`config.mk`:
```
export PLATFORM = sky130hd
export DESIGN_NAME = program_sequencer_flat
export DESIGN_NICKNAME = d
export VERILOG_FILES = /design/src/rtl/seq_pkg.sv /design/src/rtl/program_sequencer_if.sv /design/src/rtl/return_stack.sv /design/src/rtl/program_sequencer.sv /design/src/flat_wrapper.sv
export SDC_FILE = /design/constraint.sdc
export NUM_CORES = 1
export LEC_CHECK = 0
export ABC_AREA = 1
export BUFFER_PORTS_ARGS = -buffer_cell sky130_fd_sc_hd__buf_2
export CAP_MARGIN = 30
export CORE_UTILIZATION = 35
export CTS_CLUSTER_SIZE = 30
export DETAILED_ROUTE_END_ITERATION = 10
export PLACE_DENSITY = 0.53
export SLEW_MARGIN = 20
export SYNTH_ARGS = -nofsm -noshare
export SYNTH_HDL_FRONTEND = slang
export SYNTH_SLANG_ARGS = --single-unit
```
`constraint.sdc`:
```
create_clock -name clock -period 3.6 [get_ports clock]
set_input_delay 0.72 -clock clock [delete_from_list [all_inputs] [get_ports clock]]
set_output_delay 0.72 -clock clock [all_outputs]
set_load 0.05 [all_outputs]
```
`src/rtl/seq_pkg.sv`:
```
// Shared types for program_sequencer.
//   seq_cmd_t   : 3-bit decoded command from the control unit.
//   seq_state_t : sequencer FSM state.
package seq_pkg;
  localparam int SEQ_CMD_W = 3;

  typedef enum logic [SEQ_CMD_W-1:0] {
    SEQ_INC    = 3'd0,
    SEQ_JUMP   = 3'd1,
    SEQ_BRANCH = 3'd2,
    SEQ_CALL   = 3'd3,
    SEQ_RET    = 3'd4,
    SEQ_HALT   = 3'd5,
    SEQ_CLEAR  = 3'd6,
    SEQ_NOP    = 3'd7
  } seq_cmd_t;

  typedef enum logic [1:0] {
    ST_RUN    = 2'd0,
    ST_HALTED = 2'd1,
    ST_FAULT  = 2'd2
  } seq_state_t;
endpackage

```
`src/rtl/program_sequencer_if.sv`:
```
// Command/status bundle between the control unit and program_sequencer.
//   master : control unit side (drives cmd/cond/target, observes status)
//   slave  : sequencer side
//   cmd, cond, target          : command inputs to the sequencer
//   pc, depth, halted, fault,
//   stack_overflow/underflow   : sequencer status
interface program_sequencer_if #(
  parameter int PC_W        = 8,
  parameter int STACK_DEPTH = 4
);
  import seq_pkg::*;
  localparam int DEPTH_W = $clog2(STACK_DEPTH + 1);

  seq_cmd_t            cmd;
  logic                cond;
  logic [PC_W-1:0]     target;
  logic [PC_W-1:0]     pc;
  logic [DEPTH_W-1:0]  depth;
  logic                halted;
  logic                fault;
  logic                stack_overflow;
  logic                stack_underflow;

  modport master (
    output cmd, cond, target,
    input  pc, depth, halted, fault, stack_overflow, stack_underflow
  );

  modport slave (
    input  cmd, cond, target,
    output pc, depth, halted, fault, stack_overflow, stack_underflow
  );
endinterface

```
`src/rtl/return_stack.sv`:
```
// Bounded LIFO of return addresses.
//   clock, reset : rising-edge clock, async active-high reset (occupancy only)
//   push, wdata  : store wdata on top (ignored when full)
//   pop          : discard top entry (ignored when empty)
//   clear        : empty the stack; takes priority over push/pop
//   rdata        : current top entry (don't-care when empty)
//   depth, full, empty : occupancy
// Entry storage is not reset; only the occupancy counter is.
module return_stack #(
  parameter int W       = 8,
  parameter int DEPTH   = 4,
  parameter int DEPTH_W = $clog2(DEPTH + 1)
) (
  input  logic               clock,
  input  logic               reset,
  input  logic               push,
  input  logic               pop,
  input  logic               clear,
  input  logic [W-1:0]       wdata,
  output logic [W-1:0]       rdata,
  output logic [DEPTH_W-1:0] depth,
  output logic               full,
  output logic               empty
);
  localparam int PTR_W = (DEPTH > 1) ? $clog2(DEPTH) : 1;

  logic [DEPTH-1:0][W-1:0] mem;
  logic [DEPTH_W-1:0]      cnt;
  logic [PTR_W-1:0]        wr_idx;
  logic [PTR_W-1:0]        rd_idx;

  // cnt never exceeds DEPTH, so its low bits address the next free slot;
  // one below (modulo the pointer width) is the top entry, also when full.
  assign wr_idx = cnt[PTR_W-1:0];
  assign rd_idx = wr_idx - PTR_W'(1);

  assign full  = (cnt == DEPTH_W'(DEPTH));
  assign empty = (cnt == '0);
  assign depth = cnt;
  assign rdata = mem[rd_idx];

  always_ff @(posedge clock or posedge reset) begin
    if (reset)                cnt <= '0;
    else if (clear)           cnt <= '0;
    else if (push && !full)   cnt <= cnt + DEPTH_W'(1);
    else if (pop && !empty)   cnt <= cnt - DEPTH_W'(1);
  end

  always_ff @(posedge clock) begin
    if (!clear && push && !full) mem[wr_idx] <= wdata;
  end
endmodule

```
`src/rtl/program_sequencer.sv`:
```
// Program counter and fetch sequencer.
//   clock, reset : rising-edge clock, async active-high reset
//   bus (slave)  : cmd/cond/target in; pc, depth, halted, fault,
//                  stack_overflow, stack_underflow out
// Every command takes effect on the next rising edge; pc arithmetic wraps
// modulo 2^PC_W. HALTED and FAULT freeze everything until CLEAR.
// Build option PROGRAM_SEQUENCER_STACK_EN: when defined, a return_stack
// backs CALL/RET with overflow/underflow faults; when undefined, CALL acts
// as JUMP, RET as INC, and depth/fault flags are tied low.
module program_sequencer
  import seq_pkg::*;
#(
  parameter int PC_W        = 8,
  parameter int STACK_DEPTH = 4
) (
  input  logic              clock,
  input  logic              reset,
  program_sequencer_if.slave bus
);
  localparam int DEPTH_W = $clog2(STACK_DEPTH + 1);

  seq_state_t       state, state_nxt;
  logic [PC_W-1:0]  pc_q, pc_nxt, pc_inc;

`ifdef PROGRAM_SEQUENCER_STACK_EN
  logic               push, pop, clr;
  logic [PC_W-1:0]    stk_top;
  logic [DEPTH_W-1:0] stk_depth;
  logic               stk_full, stk_empty;
  logic               ovf_q, ovf_nxt, unf_q, unf_nxt;

  return_stack #(
    .W       (PC_W),
    .DEPTH   (STACK_DEPTH),
    .DEPTH_W (DEPTH_W)
  ) u_stack (
    .clock (clock),
    .reset (reset),
    .push  (push),
    .pop   (pop),
    .clear (clr),
    .wdata (pc_inc),
    .rdata (stk_top),
    .depth (stk_depth),
    .full  (stk_full),
    .empty (stk_empty)
  );
`endif

  assign pc_inc = pc_q + PC_W'(1);

  always_ff @(posedge clock or posedge reset) begin
    if (reset) begin
      state <= ST_RUN;
      pc_q  <= '0;
    end else begin
      state <= state_nxt;
      pc_q  <= pc_nxt;
    end
  end

`ifdef PROGRAM_SEQUENCER_STACK_EN
  always_ff @(posedge clock or posedge reset) begin
    if (reset) begin
      ovf_q <= 1'b0;
      unf_q <= 1'b0;
    end else begin
      ovf_q <= ovf_nxt;
      unf_q <= unf_nxt;
    end
  end
`endif

  always_comb begin
    state_nxt = state;
    pc_nxt    = pc_q;
`ifdef PROGRAM_SEQUENCER_STACK_EN
    push      = 1'b0;
    pop       = 1'b0;
    clr       = 1'b0;
    ovf_nxt   = ovf_q;
    unf_nxt   = unf_q;
`endif
    // CLEAR is honoured in every state; all other commands only in RUN.
    if (bus.cmd == SEQ_CLEAR) begin
      state_nxt = ST_RUN;
      pc_nxt    = '0;
`ifdef PROGRAM_SEQUENCER_STACK_EN
      clr       = 1'b1;
      ovf_nxt   = 1'b0;
      unf_nxt   = 1'b0;
`endif
    end else if (state == ST_RUN) begin
      case (bus.cmd)
        SEQ_INC:    pc_nxt = pc_inc;
        SEQ_JUMP:   pc_nxt = bus.target;
        SEQ_BRANCH: pc_nxt = bus.cond ? (pc_q + bus.target) : pc_inc;
`ifdef PROGRAM_SEQUENCER_STACK_EN
        SEQ_CALL: begin
          if (stk_full) begin
            ovf_nxt   = 1'b1;
            state_nxt = ST_FAULT;
          end else begin
            push   = 1'b1;
            pc_nxt = bus.target;
          end
        end
        SEQ_RET: begin
          if (stk_empty) begin
            unf_nxt   = 1'b1;
            state_nxt = ST_FAULT;
          end else begin
            pop    = 1'b1;
            pc_nxt = stk_top;
          end
        end
`else
        SEQ_CALL:   pc_nxt = bus.target;
        SEQ_RET:    pc_nxt = pc_inc;
`endif
        SEQ_HALT:   state_nxt = ST_HALTED;
        default:    ;
      endcase
    end
  end

  assign bus.pc     = pc_q;
  assign bus.halted = (state == ST_HALTED);
  assign bus.fault  = (state == ST_FAULT);
`ifdef PROGRAM_SEQUENCER_STACK_EN
  assign bus.depth           = stk_depth;
  assign bus.stack_overflow  = ovf_q;
  assign bus.stack_underflow = unf_q;
`else
  assign bus.depth           = '0;
  assign bus.stack_overflow  = 1'b0;
  assign bus.stack_underflow = 1'b0;
`endif
endmodule

```
`src/flat_wrapper.sv`:
```
// flat-port wrapper written by rule: the top's interface ports become plain ports
module program_sequencer_flat import seq_pkg::*;
#(
  parameter int PC_W        = 8,
  parameter int STACK_DEPTH = 4
)
  (clock, reset, bus_cmd, bus_cond, bus_target, bus_pc, bus_depth, bus_halted, bus_fault, bus_stack_overflow, bus_stack_underflow);
  program_sequencer_if #(.PC_W(PC_W), .STACK_DEPTH(STACK_DEPTH)) bus_i ();
  input  logic clock;
  input  logic reset;
  input wire logic [$bits(bus_i.cmd)-1:0] bus_cmd;
  input wire logic [$bits(bus_i.cond)-1:0] bus_cond;
  input wire logic [$bits(bus_i.target)-1:0] bus_target;
  output wire logic [$bits(bus_i.pc)-1:0] bus_pc;
  output wire logic [$bits(bus_i.depth)-1:0] bus_depth;
  output wire logic [$bits(bus_i.halted)-1:0] bus_halted;
  output wire logic [$bits(bus_i.fault)-1:0] bus_fault;
  output wire logic [$bits(bus_i.stack_overflow)-1:0] bus_stack_overflow;
  output wire logic [$bits(bus_i.stack_underflow)-1:0] bus_stack_underflow;
  assign bus_i.cmd = bus_cmd;
  assign bus_i.cond = bus_cond;
  assign bus_i.target = bus_target;
  assign bus_pc = bus_i.pc;
  assign bus_depth = bus_i.depth;
  assign bus_halted = bus_i.halted;
  assign bus_fault = bus_i.fault;
  assign bus_stack_overflow = bus_i.stack_overflow;
  assign bus_stack_underflow = bus_i.stack_underflow;
  program_sequencer #(.PC_W(PC_W), .STACK_DEPTH(STACK_DEPTH)) u_core (.clock(clock), .reset(reset), .bus(bus_i));
endmodule
```
==> metrics.md <==
| Metric | Value |
|---|---|
| Routed Antenna Nets | 0 |
| Avg Cell Area, Syn | roughly 6 sq um |
| Antenna violations before repair | 0 |
| Drt drc | 0 |
| Prevailing post-synth register cell | dfrtp_1 |
| YS warnings | 0 |
| Fin crit period | 1.92 ns |
| Cell Pwr Density | 720 nW/um^2 |
| Post-synthesis xor/xnor area fraction | 6.31% |
| Critical path arrival | approximately 2.1 ns |
| Ant. Diodes | 0 |
| Post-Route WL | 2920 um |
| Worst Path Required | about 3.8 ns |
| Initial drt markers | 33 |
| Worst-path clk slew | about 0.080 ns |
| Multi-input gate area | ~760 sq um |
| Core area | 3030 sq um |
| Total Power | 0.000915 W |
| Drt wl/cell | roughly 12 um |
| Clock Latency Late Sink | 0.27 ns |
| Number of buffers created by CTS | 3 |
| Metal2 WL | 1360 um |
| Commonest non-fill, non-tap cell in the layout | nand2_1 |
| Most frequent cells in the layout | nand2_1, inv_1, buf_2 |
| Gp weighted congestion | around 0.77 |
| Setup TNS | 0 ns |
| Status | finished clean |
| Clk_skew | 0.00497 ns |
| IO Pins | 29 |
| Path type of the worst setup path | in2reg |
| RSZ-0062 raised after global routing | no |
| Hold_buf cts | 0 |
| Adder-Cell Fraction of Synth Area | around 11% |
| Leading post-synthesis cells by cell area | nand2_1, dfrtp_1, ha_1 |
| Distinct cell type count after synthesis | 27 |
| Ys async rst share | 100% |
| # setup viols final | 0 |
| Layout cell share with drive strength beyond 1 | ~15% |
| Via count | ~1200 |
| Endpoint type of the worst setup path | flop |
| Hold slack | between 0.4 and 0.5 ns |
| Final Hold Fails | 0 |
| Post-Place Setup Slack | 1.40 ns |
| First-pass GRT wire length | 5060 um |
| Clock H-tree levels | 1 |
| Drt pass-1 iters | 4 |
| Synth Instances | between 150 and 200 |
| Fillers | 349 |
| DP HPWL | around 2300 um |
| Slowest cell on the critical path | fa_1 |
| Vias in the first global route | roughly 1100 |
| Largest family of logic cells by synthesized area | simple AND/OR/NAND/NOR gates |
| Worst hold path type | in2async |
| GRT Total Usage | 19.7% |
| Die X | approximately 58 um |
| Root Buffer | clkbuf_4 |
| Startpoint class of the critical path | input port |
| Tcrit/Tclk final | about 53% |
| Row count | 20 |
| Fmax achieved | 0.520 GHz |
| Register area | roughly 230 sq um |
| Crit-path cells | buf_2 > ha_1 > fa_1 > nand3_1 > nand2_1 > xor2_1 > o21ai_0 > nand2_1 > nand2_1 > nand2_1 |
| Sequential share of the synthesized area | between 20% and 30% |
| Total gr overflow | 0 |
| Highest Signal Layer | met4 |
| WL met3 | roughly 110 um |
| Post-CTS Resized | 0 |
| Mux contribution to synthesized area | 0% |
| Via-per-instance ratio | between 4 and 5 |
| CTS tree | built |
| Mapped Area | approximately 1100 sq um |
| Final max-slew violation count | 0 |
| #FFs+latches synth | 9 |
| Simple-gate share of the synthesized area | 35.1% |
| Cell taking the most area after synthesis | nand2_1 |
| Clock Sinks | 9 |
| Die footprint | 3400 sq um |
| Leakage | 0.732 nW |
| Nets | around 230 |
| Post-synth top area share | between 20% and 30% |
| Layout Cells excl Fill | roughly 250 |
| Area growth, synth to finish | 14.4% |
| PortBufs | 22 |
| Largest net degree at the start of global routing | 10 |
| Chip height | between 50 and 60 um |
| Critical Path Max Stage Delay | approximately 0.41 ns |
| Met1 wire length | 1430 um |
| Maxcap violations | 0 |
| Setup Fix Bufs, Post-CTS | 0 |
| Initial Utilization | between 30% and 40% |
| Most frequent CP cell | nand2_1 |
| Post-route worst setup slack | approximately 1.7 ns |
| EDFF count, synth | 0 |
| Dpl cells | 244 |
| Compound-Gate Fraction of Synth Area | roughly 14% |
| Clock buffer depth | 2 |
| CP Max Fanout | 3 |
| VDD IR-drop max | between 0.0002 and 0.0003 V |
[logic make-up after synthesis]
logic type	Yosys count
simple gates	94
xor+xnor	8
other cells	1
flops	9
fa+ha+maj	9
compound gates	26
buf+inv	33
[flip-flops by register name, indices dropped and copies added (netlist names)]
name / count
u_core.bus.pc: 8
u_core.state: 1
[synth_stat cells, types with 2 or more instances]
library cell and n:
nand2_1 62, o21ai_0 7, nor2_1 9, ha_1 8, dfrtp_1 9, o21ai_1 5, a21oi_1 7, buf_4 6
o31ai_1 2, o22ai_1 2, xor2_1 6, inv_1 23, inv_2 2, xnor2_1 2, nand3_1 15, nor3_1 4
[routing by layer]
metal  GRT usage [%]  up-vias
li1                -      613
met1            26.8      542
met2            32.3       24
met3            1.76        2
met4            8.16        0
met5               0        -
[power breakdown]
part / switching (W) / internal (W)
clock network: 0.0000428 / 0.0000428
logic: 0.000426 / 0.000195
registers: 0.0000679 / 0.000141
[critical path: cells and delay by family]
family,cells,cell delay [ns]
adder cells (fa/ha/maj),2,0.63
AND/OR/NAND/NOR,5,0.35
buffers and inverters,1,0.11
XOR/XNOR,1,0.15
AO/OA/AOI/OAI,1,0.14
[through the flow]
stage / utilization [%] / area [sq um]
final: 42.0 / 1270
after global routing: 42.0 / 1270
after CTS: 42.0 / 1270
after detailed placement: 41.1 / 1240
after global placement: 41.1 / 1240
after floorplan: - / 1130
[layout make-up]
type                       instances  share of cell area (%)
sequential                         9                    17.7
inverter                          26                    7.68
tap                               44                    4.33
clock buffer                       4                    2.07
multi-input combinational        143                    59.5
timing repair buffer              22                    8.66
[path summary, 6_finish.rpt]
check / startpoint / endpoint / slack (ns) / cells past startpoint
min: reset / u_core.state[0] / 0.43 / 2
max: bus_target[0] / u_core.bus.pc[4] / 1.68 / 10
min reg2reg: u_core.bus.pc[6] / u_core.bus.pc[6] / 0.56 / 2
min in group clock: u_core.bus.pc[6] / u_core.bus.pc[6] / 0.56 / 2
max in group asynchronous: reset / u_core.bus.pc[2] / 2.87 / 2
max reg2reg: u_core.bus.pc[0] / u_core.bus.pc[4] / 1.73 / 9
(Power assumes the default switching activity.)
